--- config.mk ---
export PLATFORM = sky130hd
export DESIGN_NAME = ddr_rw_sched_flat
export DESIGN_NICKNAME = d
export VERILOG_FILES = /design/src/rtl/ddr_rw_sched_if.sv /design/src/rtl/ddr_rw_sched.sv /design/src/flat_wrapper.sv
export SDC_FILE = /design/constraint.sdc
export NUM_CORES = 1
export LEC_CHECK = 0
export CORE_MARGIN = 3
export CORE_UTILIZATION = 64
export DETAILED_ROUTE_END_ITERATION = 16
export MAX_ROUTING_LAYER = met4
export PLACE_DENSITY = 0.89
export SLEW_MARGIN = 20
export SYNTH_ARGS = -nofsm -noshare
export SYNTH_HDL_FRONTEND = slang
export SYNTH_SLANG_ARGS = --single-unit
--- constraint.sdc ---
create_clock -name CK_t -period 4.9 [get_ports CK_t]
set_input_delay 0.98 -clock CK_t [delete_from_list [all_inputs] [get_ports CK_t]]
set_output_delay 0.98 -clock CK_t [all_outputs]
set_load 0.01 [all_outputs]
--- src/rtl/ddr_rw_sched_if.sv ---
// Command/status bundle for the DDR read/write data-phase scheduler.
// turn_err exists only when DDR_RW_TURNAROUND_CHECK_EN is defined.
interface ddr_rw_sched_if #(
  parameter int unsigned DEPTH = 8,
  parameter int unsigned LAT_W = 6
) ();
  localparam int unsigned CNT_W = $clog2(DEPTH) + 1;

  logic             cas_rdy;
  logic [2:0]       cas_req;
  logic [LAT_W-1:0] CL;
  logic [LAT_W-1:0] CWL;
  logic [LAT_W-1:0] AL;
  logic [LAT_W-1:0] RD_PRE;
  logic [LAT_W-1:0] WR_PRE;
  logic             rd_rdy;
  logic             rda_rdy;
  logic             wr_rdy;
  logic             wra_rdy;
  logic             rw_done;
  logic             data_idle;
  logic [CNT_W-1:0] q_count;
  logic             full;
  logic             overflow;
  logic             collision;
`ifdef DDR_RW_TURNAROUND_CHECK_EN
  logic             turn_err;
`endif

  modport master (
    output cas_rdy, cas_req, CL, CWL, AL, RD_PRE, WR_PRE,
    input  rd_rdy, rda_rdy, wr_rdy, wra_rdy, rw_done, data_idle,
           q_count, full, overflow, collision
`ifdef DDR_RW_TURNAROUND_CHECK_EN
           , turn_err
`endif
  );

  modport slave (
    input  cas_rdy, cas_req, CL, CWL, AL, RD_PRE, WR_PRE,
    output rd_rdy, rda_rdy, wr_rdy, wra_rdy, rw_done, data_idle,
           q_count, full, overflow, collision
`ifdef DDR_RW_TURNAROUND_CHECK_EN
           , turn_err
`endif
  );
endinterface

--- src/rtl/ddr_rw_sched.sv ---
// DDR read/write data-phase scheduler: in-order CAS queue with per-entry countdowns.
// Optional read/write turnaround check enabled by DDR_RW_TURNAROUND_CHECK_EN.
module ddr_rw_sched #(
  parameter int unsigned DEPTH        = 8,
  parameter int unsigned LAT_W        = 6,
  parameter int unsigned BURST_CYCLES = 4
`ifdef DDR_RW_TURNAROUND_CHECK_EN
  , parameter int unsigned TURN_GAP   = 2
`endif
) (
  input logic           CK_t,
  input logic           reset,
  ddr_rw_sched_if.slave bus
);
  localparam int unsigned PTR_W = $clog2(DEPTH);
  localparam int unsigned CNT_W = PTR_W + 1;
  localparam int unsigned DW    = LAT_W + 2;
  localparam int unsigned BC_W  = (BURST_CYCLES > 2) ? $clog2(BURST_CYCLES) : 1;

  typedef enum logic {S_IDLE = 1'b0, S_BURST = 1'b1} state_t;

  state_t           r_state, w_state_nxt;
  logic [1:0]       r_type [DEPTH];
  logic [LAT_W-1:0] r_cnt  [DEPTH];
  logic [PTR_W-1:0] r_head, r_tail;
  logic [CNT_W-1:0] r_count, w_count_nxt;
  logic [BC_W-1:0]  r_burst, w_burst_nxt;
  logic             r_rd_rdy, r_rda_rdy, r_wr_rdy, r_wra_rdy;
  logic             r_data_idle, r_full, r_overflow, r_collision;
  logic             w_code_ok, w_is_wr, w_full, w_due, w_fire, w_coll, w_push, w_ovf;
  logic [DW-1:0]    w_raw;
  logic [LAT_W-1:0] w_delay;
  logic [3:0]       w_stb_nxt;

  // Command decode and latency: negative results clamp to 0, oversize saturates
  always_comb begin
    w_code_ok = (bus.cas_req >= 3'd1) && (bus.cas_req <= 3'd4);
    w_is_wr   = (bus.cas_req >= 3'd3);
    if (w_is_wr) w_raw = DW'(bus.CWL) + DW'(bus.AL) - DW'(bus.WR_PRE);
    else         w_raw = DW'(bus.CL)  + DW'(bus.AL) - DW'(bus.RD_PRE);
    if (w_raw[DW-1])      w_delay = '0;
    else if (w_raw[LAT_W]) w_delay = '1;
    else                   w_delay = w_raw[LAT_W-1:0];
  end

  assign w_full      = (r_count == CNT_W'(DEPTH));
  assign w_due       = (r_count != '0) && (r_cnt[r_head] == '0);
  assign w_push      = bus.cas_rdy && w_code_ok && (!w_full || w_fire);
  assign w_ovf       = bus.cas_rdy && w_code_ok && w_full && !w_fire;
  assign w_count_nxt = r_count + CNT_W'(w_push) - CNT_W'(w_fire);

  // Bus FSM: state register
  always_ff @(posedge CK_t or posedge reset) begin
    if (reset) begin
      r_state <= S_IDLE;
      r_burst <= '0;
    end else begin
      r_state <= w_state_nxt;
      r_burst <= w_burst_nxt;
    end
  end

  // Bus FSM: next state; a due head inside a burst waits and flags a collision
  always_comb begin
    w_state_nxt = r_state;
    w_burst_nxt = r_burst;
    w_fire      = 1'b0;
    w_coll      = 1'b0;
    case (r_state)
      S_IDLE: begin
        if (w_due) begin
          w_fire      = 1'b1;
          w_state_nxt = S_BURST;
          w_burst_nxt = BC_W'(BURST_CYCLES - 1);
        end
      end
      S_BURST: begin
        if (r_burst != '0) begin
          w_burst_nxt = r_burst - BC_W'(1);
          w_coll      = w_due;
        end else if (w_due) begin
          w_fire      = 1'b1;
          w_burst_nxt = BC_W'(BURST_CYCLES - 1);
        end else begin
          w_state_nxt = S_IDLE;
        end
      end
      default: w_state_nxt = S_IDLE;
    endcase
  end

  // Bus FSM: outputs (strobe selected by head type)
  always_comb begin
    w_stb_nxt = '0;
    if (w_fire) w_stb_nxt[r_type[r_head]] = 1'b1;
  end

  always_ff @(posedge CK_t or posedge reset) begin
    if (reset) begin
      {r_wra_rdy, r_wr_rdy, r_rda_rdy, r_rd_rdy} <= '0;
      r_data_idle <= 1'b1;
      r_full      <= 1'b0;
      r_overflow  <= 1'b0;
      r_collision <= 1'b0;
    end else begin
      {r_wra_rdy, r_wr_rdy, r_rda_rdy, r_rd_rdy} <= w_stb_nxt;
      r_data_idle <= (w_state_nxt == S_IDLE);
      r_full      <= (w_count_nxt == CNT_W'(DEPTH));
      r_overflow  <= r_overflow | w_ovf;
      r_collision <= r_collision | w_coll;
    end
  end

  // Circular queue; every live countdown runs, the new tail entry starts next edge
  always_ff @(posedge CK_t or posedge reset) begin
    if (reset) begin
      for (int i = 0; i < int'(DEPTH); i++) begin
        r_cnt[i]  <= '0;
        r_type[i] <= '0;
      end
      r_head  <= '0;
      r_tail  <= '0;
      r_count <= '0;
    end else begin
      for (int i = 0; i < int'(DEPTH); i++) begin
        if (r_cnt[i] != '0) r_cnt[i] <= r_cnt[i] - LAT_W'(1);
      end
      if (w_push) begin
        r_cnt[r_tail]  <= w_delay;
        r_type[r_tail] <= 2'(bus.cas_req - 3'd1);
        r_tail         <= r_tail + PTR_W'(1);
      end
      if (w_fire) r_head <= r_head + PTR_W'(1);
      r_count <= w_count_nxt;
    end
  end

  assign bus.rd_rdy    = r_rd_rdy;
  assign bus.rda_rdy   = r_rda_rdy;
  assign bus.wr_rdy    = r_wr_rdy;
  assign bus.wra_rdy   = r_wra_rdy;
  assign bus.data_idle = r_data_idle;
  assign bus.q_count   = r_count;
  assign bus.full      = r_full;
  assign bus.overflow  = r_overflow;
  assign bus.collision = r_collision;
  assign bus.rw_done   = (r_count == '0) && r_data_idle;

`ifdef DDR_RW_TURNAROUND_CHECK_EN
  localparam int unsigned GAP_W = $clog2(TURN_GAP + 2);
  localparam int unsigned GW1   = GAP_W + 1;

  logic [GAP_W-1:0] r_gap;
  logic [GW1-1:0]   w_gap;
  logic             r_last_wr, r_have_prev, r_turn_err, w_turn;

  // Idle cycles since the last burst ended, counting the current decision cycle
  always_comb begin
    w_gap  = (r_state == S_IDLE) ? GW1'(r_gap) + GW1'(1) : '0;
    w_turn = w_fire && r_have_prev && (r_type[r_head][1] != r_last_wr) &&
             (w_gap < GW1'(TURN_GAP));
  end

  always_ff @(posedge CK_t or posedge reset) begin
    if (reset) begin
      r_gap       <= '0;
      r_last_wr   <= 1'b0;
      r_have_prev <= 1'b0;
      r_turn_err  <= 1'b0;
    end else begin
      if (r_state == S_IDLE) begin
        if (r_gap < GAP_W'(TURN_GAP)) r_gap <= r_gap + GAP_W'(1);
      end else begin
        r_gap <= '0;
      end
      if (w_fire) begin
        r_last_wr   <= r_type[r_head][1];
        r_have_prev <= 1'b1;
      end
      if (w_turn) r_turn_err <= 1'b1;
    end
  end

  assign bus.turn_err = r_turn_err;
`endif
endmodule
--- src/flat_wrapper.sv ---
// flat-port wrapper written by rule: the top's interface ports become plain ports
module ddr_rw_sched_flat 
#(
  parameter int unsigned DEPTH        = 8,
  parameter int unsigned LAT_W        = 6,
  parameter int unsigned BURST_CYCLES = 4

)
  (CK_t, reset, bus_cas_rdy, bus_cas_req, bus_CL, bus_CWL, bus_AL, bus_RD_PRE, bus_WR_PRE, bus_rd_rdy, bus_rda_rdy, bus_wr_rdy, bus_wra_rdy, bus_rw_done, bus_data_idle, bus_q_count, bus_full, bus_overflow, bus_collision);
  ddr_rw_sched_if #(.DEPTH(DEPTH), .LAT_W(LAT_W)) bus_i ();
  input logic CK_t;
  input logic reset;
  input wire logic [$bits(bus_i.cas_rdy)-1:0] bus_cas_rdy;
  input wire logic [$bits(bus_i.cas_req)-1:0] bus_cas_req;
  input wire logic [$bits(bus_i.CL)-1:0] bus_CL;
  input wire logic [$bits(bus_i.CWL)-1:0] bus_CWL;
  input wire logic [$bits(bus_i.AL)-1:0] bus_AL;
  input wire logic [$bits(bus_i.RD_PRE)-1:0] bus_RD_PRE;
  input wire logic [$bits(bus_i.WR_PRE)-1:0] bus_WR_PRE;
  output wire logic [$bits(bus_i.rd_rdy)-1:0] bus_rd_rdy;
  output wire logic [$bits(bus_i.rda_rdy)-1:0] bus_rda_rdy;
  output wire logic [$bits(bus_i.wr_rdy)-1:0] bus_wr_rdy;
  output wire logic [$bits(bus_i.wra_rdy)-1:0] bus_wra_rdy;
  output wire logic [$bits(bus_i.rw_done)-1:0] bus_rw_done;
  output wire logic [$bits(bus_i.data_idle)-1:0] bus_data_idle;
  output wire logic [$bits(bus_i.q_count)-1:0] bus_q_count;
  output wire logic [$bits(bus_i.full)-1:0] bus_full;
  output wire logic [$bits(bus_i.overflow)-1:0] bus_overflow;
  output wire logic [$bits(bus_i.collision)-1:0] bus_collision;
  assign bus_i.cas_rdy = bus_cas_rdy;
  assign bus_i.cas_req = bus_cas_req;
  assign bus_i.CL = bus_CL;
  assign bus_i.CWL = bus_CWL;
  assign bus_i.AL = bus_AL;
  assign bus_i.RD_PRE = bus_RD_PRE;
  assign bus_i.WR_PRE = bus_WR_PRE;
  assign bus_rd_rdy = bus_i.rd_rdy;
  assign bus_rda_rdy = bus_i.rda_rdy;
  assign bus_wr_rdy = bus_i.wr_rdy;
  assign bus_wra_rdy = bus_i.wra_rdy;
  assign bus_rw_done = bus_i.rw_done;
  assign bus_data_idle = bus_i.data_idle;
  assign bus_q_count = bus_i.q_count;
  assign bus_full = bus_i.full;
  assign bus_overflow = bus_i.overflow;
  assign bus_collision = bus_i.collision;
  ddr_rw_sched #(.DEPTH(DEPTH), .LAT_W(LAT_W), .BURST_CYCLES(BURST_CYCLES)) u_core (.CK_t(CK_t), .reset(reset), .bus(bus_i));
endmodule
# Word level (Yosys, flattened, before mapping)
# Index checks and enable logic that the tools add are counted.
[totals]
memories = 0
output_inout_bits = 13
wordCells = 124
ram_bits = 0
regBits = 85
input_bits = 36
romBits = 0
latch_bits = 0
[classes]
n_reduce_logical = 24
addsub = 18
n_eq_ne = 2
n_shift = 0
n_mul = 0
order_cmp = 8
n_div = 0
n_bitwise = 6
muxes = 37
[op_table]
columns = ["operator", "count"]
rows = [
  ["$mux W6", 13],
  ["$bwmux W48", 1],
  ["$mux W48", 1],
  ["$reduce_bool A6 Y1", 8],
  ["$sub A6 B1 Y6 const B", 8],
  ["$bmux W6 S3", 1],
  ["$demux W6 S3", 1],
  ["$bwmux W16", 1],
  ["$sub A8 B6 Y8", 2],
  ["$add A6 B6 Y7", 2],
  ["$mux W2", 5],
  ["$logic_and A1 B1 Y1", 9],
  ["$eq A4 B4 Y1 const B", 2],
  ["$ge A4 B4 Y1 const B", 2],
  ["$mux W8", 1],
  ["$not A3 Y4", 2],
  ["$add A3 B1 Y3 const B", 2],
  ["$bmux W2 S3", 1],
  ["$demux W2 S3", 1],
  ["$logic_not A6 Y1", 1],
  ["$mux W1", 6],
  ["$add A4 B1 Y4", 1],
  ["$logic_not A4 Y1", 1],
  ["$lt A4 B1 Y1 const B", 1],
  ["17 further kinds", 22],
]

# Logic depth before layout (Yosys ltp)
# Gate-level depths: netlist of run 1.
[depth]
word_depth = 14
depth_mapped = 15
depth_no_buf = 14

# Worst setup path before layout of run 1
# No wires, ideal clock.
[synth_timing]
path_kind = "input to register"
from = "in bus_AL[0]"
to = "reg u_core.r_cnt[22] in the netlist's numbering"
stages = 12
arrival_ns = 3.742
setup_time_ns = 0.125
path_slack_ns = 1.033
required_ns = 4.775
path_cell_list = "ha_1 > inv_1 > fa_1 > xnor2_1 > ha_1 > or2_2 > o311a_1 > o31a_1 > or4_1 > o31ai_2 > a311oi_2 > mux2_2"
[synth_between]
elab_chain_cells = 7
word_cells_on_any_way = 9
[synth_rtl]
columns = ["item", "line_no", "rtl"]
rows = [
  ["start, declared", "flat_wrapper.sv:17", "input wire logic [$bits(bus_i.AL)-1:0] bus_AL;"],
  ["$add A6 B6 Y7 (on tied branches)", "ddr_rw_sched.sv:40, ddr_rw_sched.sv:39", ""],
  ["$sub A8 B6 Y8 (on tied branches)", "ddr_rw_sched.sv:40, ddr_rw_sched.sv:39", ""],
  ["$mux W8 (*)", "ddr_rw_sched.sv:39", "if (w_is_wr) w_raw = DW'(bus.CWL) + DW'(bus.AL) - DW'(bus.WR_PRE);"],
  ["$mux W6", "ddr_rw_sched.sv:42", "else if (w_raw[LAT_W]) w_delay = '1;"],
  ["$mux W6 (*)", "ddr_rw_sched.sv:41", "if (w_raw[DW-1]) w_delay = '0;"],
  ["$bwmux W48 (*)", "ddr_rw_sched.sv:129", "r_cnt[r_tail] <= w_delay;"],
  ["$mux W48 (*)", "ddr_rw_sched.sv:128", "if (w_push) begin"],
  ["end signal, assigned by index", "ddr_rw_sched.sv:129", ""],
  ["end, declared", "ddr_rw_sched.sv:24", "logic [LAT_W-1:0] r_cnt [DEPTH];"],
]
# Every way passes the cells marked *; elsewhere a longest branch is shown, timed or not.
# A chain may end at the register's enable or synchronous reset.

# Worst setup path after layout of run 1
[layout_timing]
from = "in bus_AL[0]"
to = "reg u_core.r_cnt[29] in the netlist's numbering"
# The elaborated chain is that of the path after synthesis.

==> impl_results.rst, run 1 <==
.. list-table::
   :header-rows: 1

   * - Metric
     - Value
   * - Pre-CTS setup slack
     - ~0.18 ns
   * - Routed length on met3
     - ~880 um
   * - RSZ-0062 raised after global routing
     - no
   * - Max Buffers Root-to-Sink
     - 2
   * - Share of the clock period used by the worst path after layout
     - between 80 and 90%
   * - Final GP Congestion
     - 0.922
   * - Number of routed nets with antenna violations
     - 0
   * - Peak VDD IR
     - 271 uV
   * - Initial cell density of the core
     - between 60% and 70%
   * - Die Outline Area
     - 10,500 um^2
   * - Vias in the first global route
     - between 4,000 and 5,000
   * - Adder-cell area share of the yosys netlist
     - 12.4%
   * - Count of flip-flops with a built-in enable after synthesis
     - 0
   * - Sequential element share of the synthesized area
     - approximately 36%
   * - Critical path class
     - primary input to flip-flop
   * - First-pass detailed-route iteration total
     - 6
   * - Net count after synthesis
     - 715
   * - First-pass GRT wire length
     - ~22,000 um
   * - Per-instance average area after synthesis
     - 9.55 um^2
   * - Number of design-rule violations left by the first detailed-router iteration
     - 341
   * - Average wire per cell in the routed design
     - roughly 17 um
   * - Clock buffers created by TritonCTS
     - 9
   * - Setup slack, reg-to-reg
     - slightly above 0.9 ns
   * - Cell at the slowest stage of the critical path
     - clkdlybuf4s50_1
   * - I/O pin total
     - 49
   * - Sum of overflow across all layers after global routing
     - 0
   * - Most frequent cells after synthesis
     - dfrtp_1 (84), nor2_1 (69), inv_1 (63), ha_1 (51), a21oi_1 (46)
   * - Mux cell area share after synthesis
     - under 10%
   * - Number of vias in the routed layout
     - about 4,800
   * - CP Launch Type
     - primary input
   * - Worst Setup Slack, final
     - between 0.5 and 0.6 ns
   * - Overall power after layout
     - roughly 0.004 W
   * - Height of the die
     - 102 um
   * - Worst Max-Slew Pin Slew
     - ~1.0 ns
   * - Number of fillers in the final layout
     - 574
   * - Final critical-path required period
     - 4.37 ns
   * - Antenna violations before repair
     - 0
   * - Clock network latency to the later pin of the worst-skew pair
     - around 0.35 ns
   * - Data required time of the critical path
     - about 5.1 ns
   * - Buf+Inv Stages, Crit Path
     - 2
   * - Final setup violation count
     - 0
   * - Number of maximum-capacitance violations
     - 0
   * - Number of distinct library cells after synthesis
     - 60
   * - DR DRC count
     - 0
   * - Crit path max-delay family
     - compound AO/OA/AOI/OAI gates
   * - DPL Wire Length
     - 10,100 um
   * - Max Fclk
     - approximately 230 MHz
   * - Setup TNS after final layout
     - 0 ns
   * - Cell types with the largest area share after synthesis
     - dfrtp_1 (35%), ha_1 (11%), xnor2_1 (4.4%)
   * - Total of hold buffers inserted after clock tree synthesis
     - 0
   * - Top FF cell, synth
     - dfrtp_1
   * - Most instantiated library cell after synthesis
     - dfrtp_1
   * - Dominant combinational cell family by area after synthesis
     - compound AO/OA/AOI/OAI gates
   * - H-Tree Depth
     - 3
   * - Data arrival time of the critical path
     - approximately 4.6 ns
   * - Synth Instances
     - roughly 620
   * - Clock Pin Slew Worst Setup and Hold Paths
     - around 0.080 ns
   * - Compound-cell area share of the yosys netlist
     - between 10% and 20%
   * - Number of sinks on the clock net
     - between 80 and 90
   * - Fraction of layout instances using a drive strength above 1
     - 10.5%
   * - Cell repeated most along the worst path
     - ha_1
   * - Maximum clock skew at final layout
     - ~0.0095 ns
   * - Setup fix buffers added after clock tree synthesis
     - 0
   * - Met2 WL post-DR
     - 6690 um
   * - Cell row count
     - 34
   * - Xor and xnor fraction of the mapped netlist area
     - a little over 7%
   * - Drt total wl
     - about 13,000 um
   * - Mean number of vias per cell
     - just over 6
   * - Antenna fix cells
     - 0
   * - Port buffer count
     - 48
   * - Element type at the critical path end
     - flip-flop
   * - Post-synth top area share
     - a little over a third
   * - Register bit count reported by yosys
     - 85
   * - TritonCTS clock tree
     - built
   * - Power density cells
     - between 500 and 600 nW/um^2
   * - Routed length on met1
     - roughly 5600 um
   * - Dominant cell type by area after synthesis
     - dfrtp_1
   * - Worst min-delay path class
     - flip-flop to flip-flop
   * - Yosys warns
     - 0
   * - Max stage delay on crit path
     - roughly 0.50 ns
   * - Area of the core
     - ~8900 um^2
   * - Count of final hold-check violations
     - 0
   * - Crit-path cells
     - clkdlybuf4s50_1 > ha_1 > inv_1 > fa_1 > xnor2_1 > ha_1 > or2_2 > o311a_1 > o31a_1 > or4_1 > o31ai_2 > a221o_1 > a21oi_1
   * - Worst Path Max Fanout
     - 8
   * - CTS Root Cell
     - clkbuf_8
   * - Pin count of the biggest net entering global routing
     - 57
   * - Area growth from synthesis to layout
     - 13.0%
   * - Leak pwr
     - slightly above 3 nW
   * - Final cell area excluding filler cells
     - 6730 um^2
   * - Top layer used by detailed routing
     - met4
   * - Relative slew margins
     - between 30% and 40%
   * - Synthesized area
     - 5950 um^2
   * - Final number of max-transition violations
     - 0
   * - Count of cells resized by post-cts repair
     - 0
   * - Outcome
     - completed
   * - Global-route usage over all layers
     - approximately 28%
   * - DP Area
     - ~6500 um^2
   * - Post-synthesis async set-or-reset flop share
     - between 90% and 100%
   * - Die X-Extent
     - 102 um
   * - Simple-gate share of the synthesized area
     - between 10% and 20%
   * - Final Net Count
     - ~760
==> worst paths after layout <==
kind | start | to | depth (start not counted)
setup reg to reg | u_core.r_head[0] | u_core.bus.full | 12
max in group asynchronous | reset | u_core.bus.data_idle | 3
hold reg to reg | u_core.bus.collision | u_core.bus.collision | 1
setup / recovery | bus_AL[0] | u_core.r_cnt[29] | 13
hold / removal | u_core.bus.collision | u_core.bus.collision | 1
min in group asynchronous | reset | u_core.r_cnt[42] | 2
==> cell usage in the layout, fill, tap and decap left out, types with 13 or more instances in the layout <==
master	n
nand2_1	39
a21o_1	18
o21ai_0	13
inv_1	62
nor3_1	18
nor2_1	69
clkdlybuf4s50_1	48
xor2_1	18
mux2_2	16
a21oi_1	46
mux2i_1	19
xnor2_1	30
ha_1	51
dfrtp_1	84
==> metrics by stage <==
stage	hold WS, ns	cells	util (%)
detailed placement	0.460	767	73.2
CTS	0.479	783	75.7
global route	0.494	783	75.7
global placement	0.440	767	73.2
floorplan	0.474	623	-
finish	0.475	783	75.7
==> worst register-to-register path, cell delays in order, from the launching register on <==
cell and delay [ns]:
dfrtp_1 0.77, nor3_1 0.15, a221oi_1 0.48, a211oi_1 0.15, a31oi_4 0.55, inv_1 0.28
ha_1 0.35, inv_1 0.04, ha_1 0.20, a21o_1 0.18, a21oi_1 0.19, xor2_1 0.24
nor4b_1 0.30
==> power breakdown <==
part | internal (W) | switching (W)
logic | 0.000949 | 0.00106
registers | 0.00105 | 0.000361
clock network | 0.000290 | 0.000258
total | 0.00229 | 0.00168
==> registers in the layout, summed over array words and instances (netlist names) <==
signal                count
u_core.r_cnt             48
u_core.r_type            16
u_core.bus.q_count        4
u_core.r_head             3
u_core.r_tail             3
u_core.r_burst            2
u_core.bus.collision      1
u_core.bus.data_idle      1
u_core.bus.full           1
u_core.bus.overflow       1
u_core.bus.rd_rdy         1
u_core.bus.rda_rdy        1
u_core.bus.wr_rdy         1
u_core.bus.wra_rdy        1
u_core.r_state            1
==> routing by layer <==
metal	GRT usage, %	up-vias
met5	-	-
met4	8.48	0
met3	5.73	32
met2	46.3	187
met1	34.6	2307
li1	-	2241
==> layout make-up <==
class / count / area [um^2] / share of cell area, %
Multi-Input combinational cell: 456 / 3480 / 51.7
Sequential cell: 85 / 2130 / 31.6
Timing Repair Buffer: 55 / 533 / 7.92
Inverter: 63 / 238 / 3.53
Tap cell: 108 / 135 / 2.01
Clock buffer: 11 / 131 / 1.95
Clock inverter: 5 / 83.8 / 1.25
==> logic make-up after synthesis <==
| group | after synthesis |
|---|---|
| fa+ha+maj | 56 |
| simple gates | 185 |
| compound gates | 127 |
| xor+xnor | 48 |
| buf+inv | 82 |
| mux | 40 |
| flops | 85 |
Note: power is estimated with default switching activity, not from simulation.
==> run 2, diff against run 1 <==
--- a/config.mk
+++ b/config.mk
@@ -6,10 +6,10 @@
 export NUM_CORES = 1
 export LEC_CHECK = 0
 export CORE_MARGIN = 3
-export CORE_UTILIZATION = 64
+export CORE_UTILIZATION = 35
 export DETAILED_ROUTE_END_ITERATION = 16
 export MAX_ROUTING_LAYER = met4
-export PLACE_DENSITY = 0.89
+export PLACE_DENSITY = 0.55
 export SLEW_MARGIN = 20
 export SYNTH_ARGS = -nofsm -noshare
 export SYNTH_HDL_FRONTEND = slang
==> impl_results.rst, run 2 (synthesis gave the netlist of run 1 again) <==
.. list-table::
   :header-rows: 1

   * - Metric
     - Value
   * - Setup TNS after final layout
     - 0 ns (unchanged)
   * - TritonCTS clock tree
     - built
   * - Most common cell after layout, fill and taps aside
     - dfrtp_1
   * - Number of maximum-capacitance violations
     - 0 (unchanged)
   * - Setup slack, reg-to-reg
     - 1.25 ns (+0.34 ns)
   * - Max Fclk
     - 227 MHz (-0.74%)
   * - Worst Setup Slack, final
     - 0.493 ns (-0.0328 ns)
   * - Max stage delay on crit path
     - 0.72 ns (+0.22 ns)
   * - Worst Path Max Fanout
     - 8 (unchanged)
   * - Final setup violation count
     - 0 (unchanged)
   * - Maximum clock skew at final layout
     - 0.00767 ns (-0.00180 ns)
   * - Die Outline Area
     - 18,600 um^2 (+77%)
   * - DP Area
     - 6660 um^2 (+2.3%)
   * - Max Buffers Root-to-Sink
     - 2 (unchanged)
   * - Top reg by flops
     - u_core.r_cnt
   * - Final number of max-transition violations
     - 0 (unchanged)
   * - Leak pwr
     - 3.17 nW (+1.9%)
   * - Antenna fix cells
     - 0 (unchanged)
   * - Cell-internal power
     - 0.00247 W (+7.9%)
   * - CTS Root Cell
     - clkbuf_16
   * - Top library cells by usage in the layout, fill and taps aside
     - dfrtp_1 (84), nor2_1 (69), inv_1 (62)
   * - Data required time of the critical path
     - 5.18 ns (+0.07 ns)
   * - Share of the clock period used by the worst path after layout
     - 89.9% (+0.67 points)
   * - Critical path class
     - primary input to flip-flop
   * - Vias in the first global route
     - 4,527 (-4.0%)
   * - Relative slew margins
     - 48.1% (+18 points)
   * - Cell row count
     - 47 (+38%)
   * - Element type at the critical path end
     - flip-flop
   * - Final Net Count
     - 763 (+0.13%)
   * - Largest register FFs
     - 48 (unchanged)
   * - Area of the core
     - 16,600 um^2 (+87%)
   * - Hold path start
     - u_core.bus.collision
   * - CP Launch Type
     - primary input
   * - Average wire per cell in the routed design
     - 14.5 um (-16%)
   * - Final Non-Filler Cells
     - 896 (+14%)
   * - Final critical-path required period
     - 4.41 ns (+0.0328 ns)
   * - Data arrival time of the critical path
     - 4.69 ns (+0.11 ns)
   * - Launch point of the critical path
     - bus_AL[0]
   * - DPL Wire Length
     - 9780 um (-3.3%)
   * - Final GP Congestion
     - 0.846 (-8.3%)
   * - Clock buffers created by TritonCTS
     - 9 (unchanged)
   * - Sum of overflow across all layers after global routing
     - 0 (unchanged)
   * - First-pass detailed-route iteration total
     - 4 (-2)
   * - Mean number of vias per cell
     - 4.95 (-19%)
   * - Worst reg2reg path endpoint
     - u_core.bus.full
   * - CP endpoint
     - u_core.r_cnt[36]
   * - Number of vias in the routed layout
     - 4,439 (-6.9%)
   * - Crit-path cells
     - clkdlybuf4s50_1 > ha_1 > inv_1 > fa_1 > inv_1 > fa_1 > a211oi_1 > o21bai_1 > a21oi_1 > xor2_1 > nor2_1 > a221oi_2 > mux2_2
   * - R2r startpoint
     - u_core.r_head[0]
   * - H-Tree Depth
     - 3 (unchanged)
   * - Clock Pin Slew Worst Setup and Hold Paths
     - 0.07 ns (about the same)
   * - Area growth from synthesis to layout
     - 17.5%
   * - Worst Reg2Reg Path Length in Cells
     - 11 (-1)
   * - Power share of the sequential group
     - 34.1% (-1.5 points)
   * - Number of fillers in the final layout
     - 1,609 (+180%)
   * - Final cell area excluding filler cells
     - 7000 um^2 (+4.0%)
   * - Die X-Extent
     - 136 um (+33%)
   * - Number of design-rule violations left by the first detailed-router iteration
     - 241 (-29%)
   * - Worst min-delay path class
     - flip-flop to flip-flop
   * - Number of sinks on the clock net
     - 85 (unchanged)
   * - Count of final hold-check violations
     - 0 (unchanged)
   * - Net switching power
     - 0.00162 W (-3.4%)
   * - Fraction of layout instances using a drive strength above 1
     - 10.9% (+0.43 points)
   * - Drt total wl
     - 13,000 um (-3.4%)
   * - I/O pin total
     - 49 (unchanged)
   * - Power density cells
     - 585 nW/um^2 (-0.84%)
   * - DR DRC count
     - 0 (unchanged)
   * - Pin count of the biggest net entering global routing
     - 62 (+8.8%)
   * - Port buffer count
     - 48 (unchanged)
   * - Clock power share
     - 18.7% (+4.9 points)
   * - Peak VDD IR
     - 250 uV (-7.5%)
   * - Clock network latency to the later pin of the worst-skew pair
     - 0.34 ns (about the same)
   * - Sw Share
     - 39.6% (-2.7 points)
   * - Number of routed nets with antenna violations
     - 0 (unchanged)
   * - Height of the die
     - 136 um (+33%)
   * - Antenna violations before repair
     - 0 (unchanged)
   * - RSZ-0062 raised after global routing
     - no
   * - Total of hold buffers inserted after clock tree synthesis
     - 0 (unchanged)
   * - First-pass GRT wire length
     - 22,100 um (-0.19%)
   * - Worst Max-Slew Pin Slew
     - 0.778 ns (-0.263 ns)
   * - Global-route usage over all layers
     - 15.3% (-13 points)
   * - Setup fix buffers added after clock tree synthesis
     - 0 (unchanged)
   * - Cell at the slowest stage of the critical path
     - a221oi_2
   * - Outcome
     - completed
   * - Initial cell density of the core
     - 35.8% (-31 points)
   * - Pre-CTS setup slack
     - 0.0950 ns (-0.0839 ns)
   * - Placed Cells incl. Taps
     - 880 (+15%)
   * - Count of cells resized by post-cts repair
     - 0 (unchanged)
   * - Overall power after layout
     - 0.00409 W (+3.1%)
   * - Comb power frac
     - 47.3% (-3.3 points)
## run 2: per-layer routing
layer | vias to the layer above | GRT usage, % | share of wire, %
met4 | 0 | 4.14 | 1.3
met5 | - | - | 0
li1 | 2244 | - | -
met2 | 61 | 24.7 | 47
met3 | 12 | 3.22 | 2.9
met1 | 2122 | 19.7 | 49
## run 2: worst max-delay path: cells and delay by family
kind / cells / cell delay, ns
AO/OA/AOI/OAI: 4 / 1.33
adder cells (fa/ha/maj): 3 / 1.07
buffers and inverters: 3 / 0.60
multiplexers: 1 / 0.29
XOR/XNOR: 1 / 0.28
AND/OR/NAND/NOR: 1 / 0.13
## run 2: final cells by class
| class | instances | area (um^2) | share of cell area (%) |
|---|---|---|---|
| clock buffer | 11 | 253 | 3.61 |
| clock inverter | 5 | 82.6 | 1.18 |
| inverter | 63 | 239 | 3.42 |
| multi-input combinational | 456 | 3480 | 49.7 |
| sequential | 85 | 2130 | 30.4 |
| tap | 220 | 275 | 3.93 |
| timing repair buffer | 56 | 541 | 7.73 |
## run 2: how the worst min path moves through the flow
stage	endpoint	slack, ns	cells past startpoint
finish	u_core.bus.collision	0.47	1
global route	u_core.bus.collision	0.49	1
CTS	u_core.bus.collision	0.47	1
detailed placement	u_core.bus.collision	0.46	1
global placement	u_core.bus.collision	0.45	1
floorplan	u_core.r_burst[1]	0.47	1
## run 2: stage by stage
| step | util (%) | hold WS (ns) |
|---|---|---|
| 2_1_floorplan | - | 0.474 |
| 3_3_place_gp | 40.0 | 0.445 |
| 3_5_place_dp | 40.0 | 0.460 |
| 4_1_cts | 42.0 | 0.475 |
| 5_1_grt | 42.0 | 0.487 |
| 6_report | 42.0 | 0.469 |
## run 2: power groups by stage
| stage | Clock [W] | Sequential [W] | Combinational [W] |
|---|---|---|---|
| after detailed placement | 0 | 0.00141 | 0.00194 |
| after floorplan | 0 | 0.00130 | 0.00153 |
| after global routing | 0.000811 | 0.00145 | 0.00221 |
| final | 0.000764 | 0.00139 | 0.00194 |
| after global placement | 0 | 0.00139 | 0.00190 |
| after CTS | 0.000789 | 0.00139 | 0.00196 |
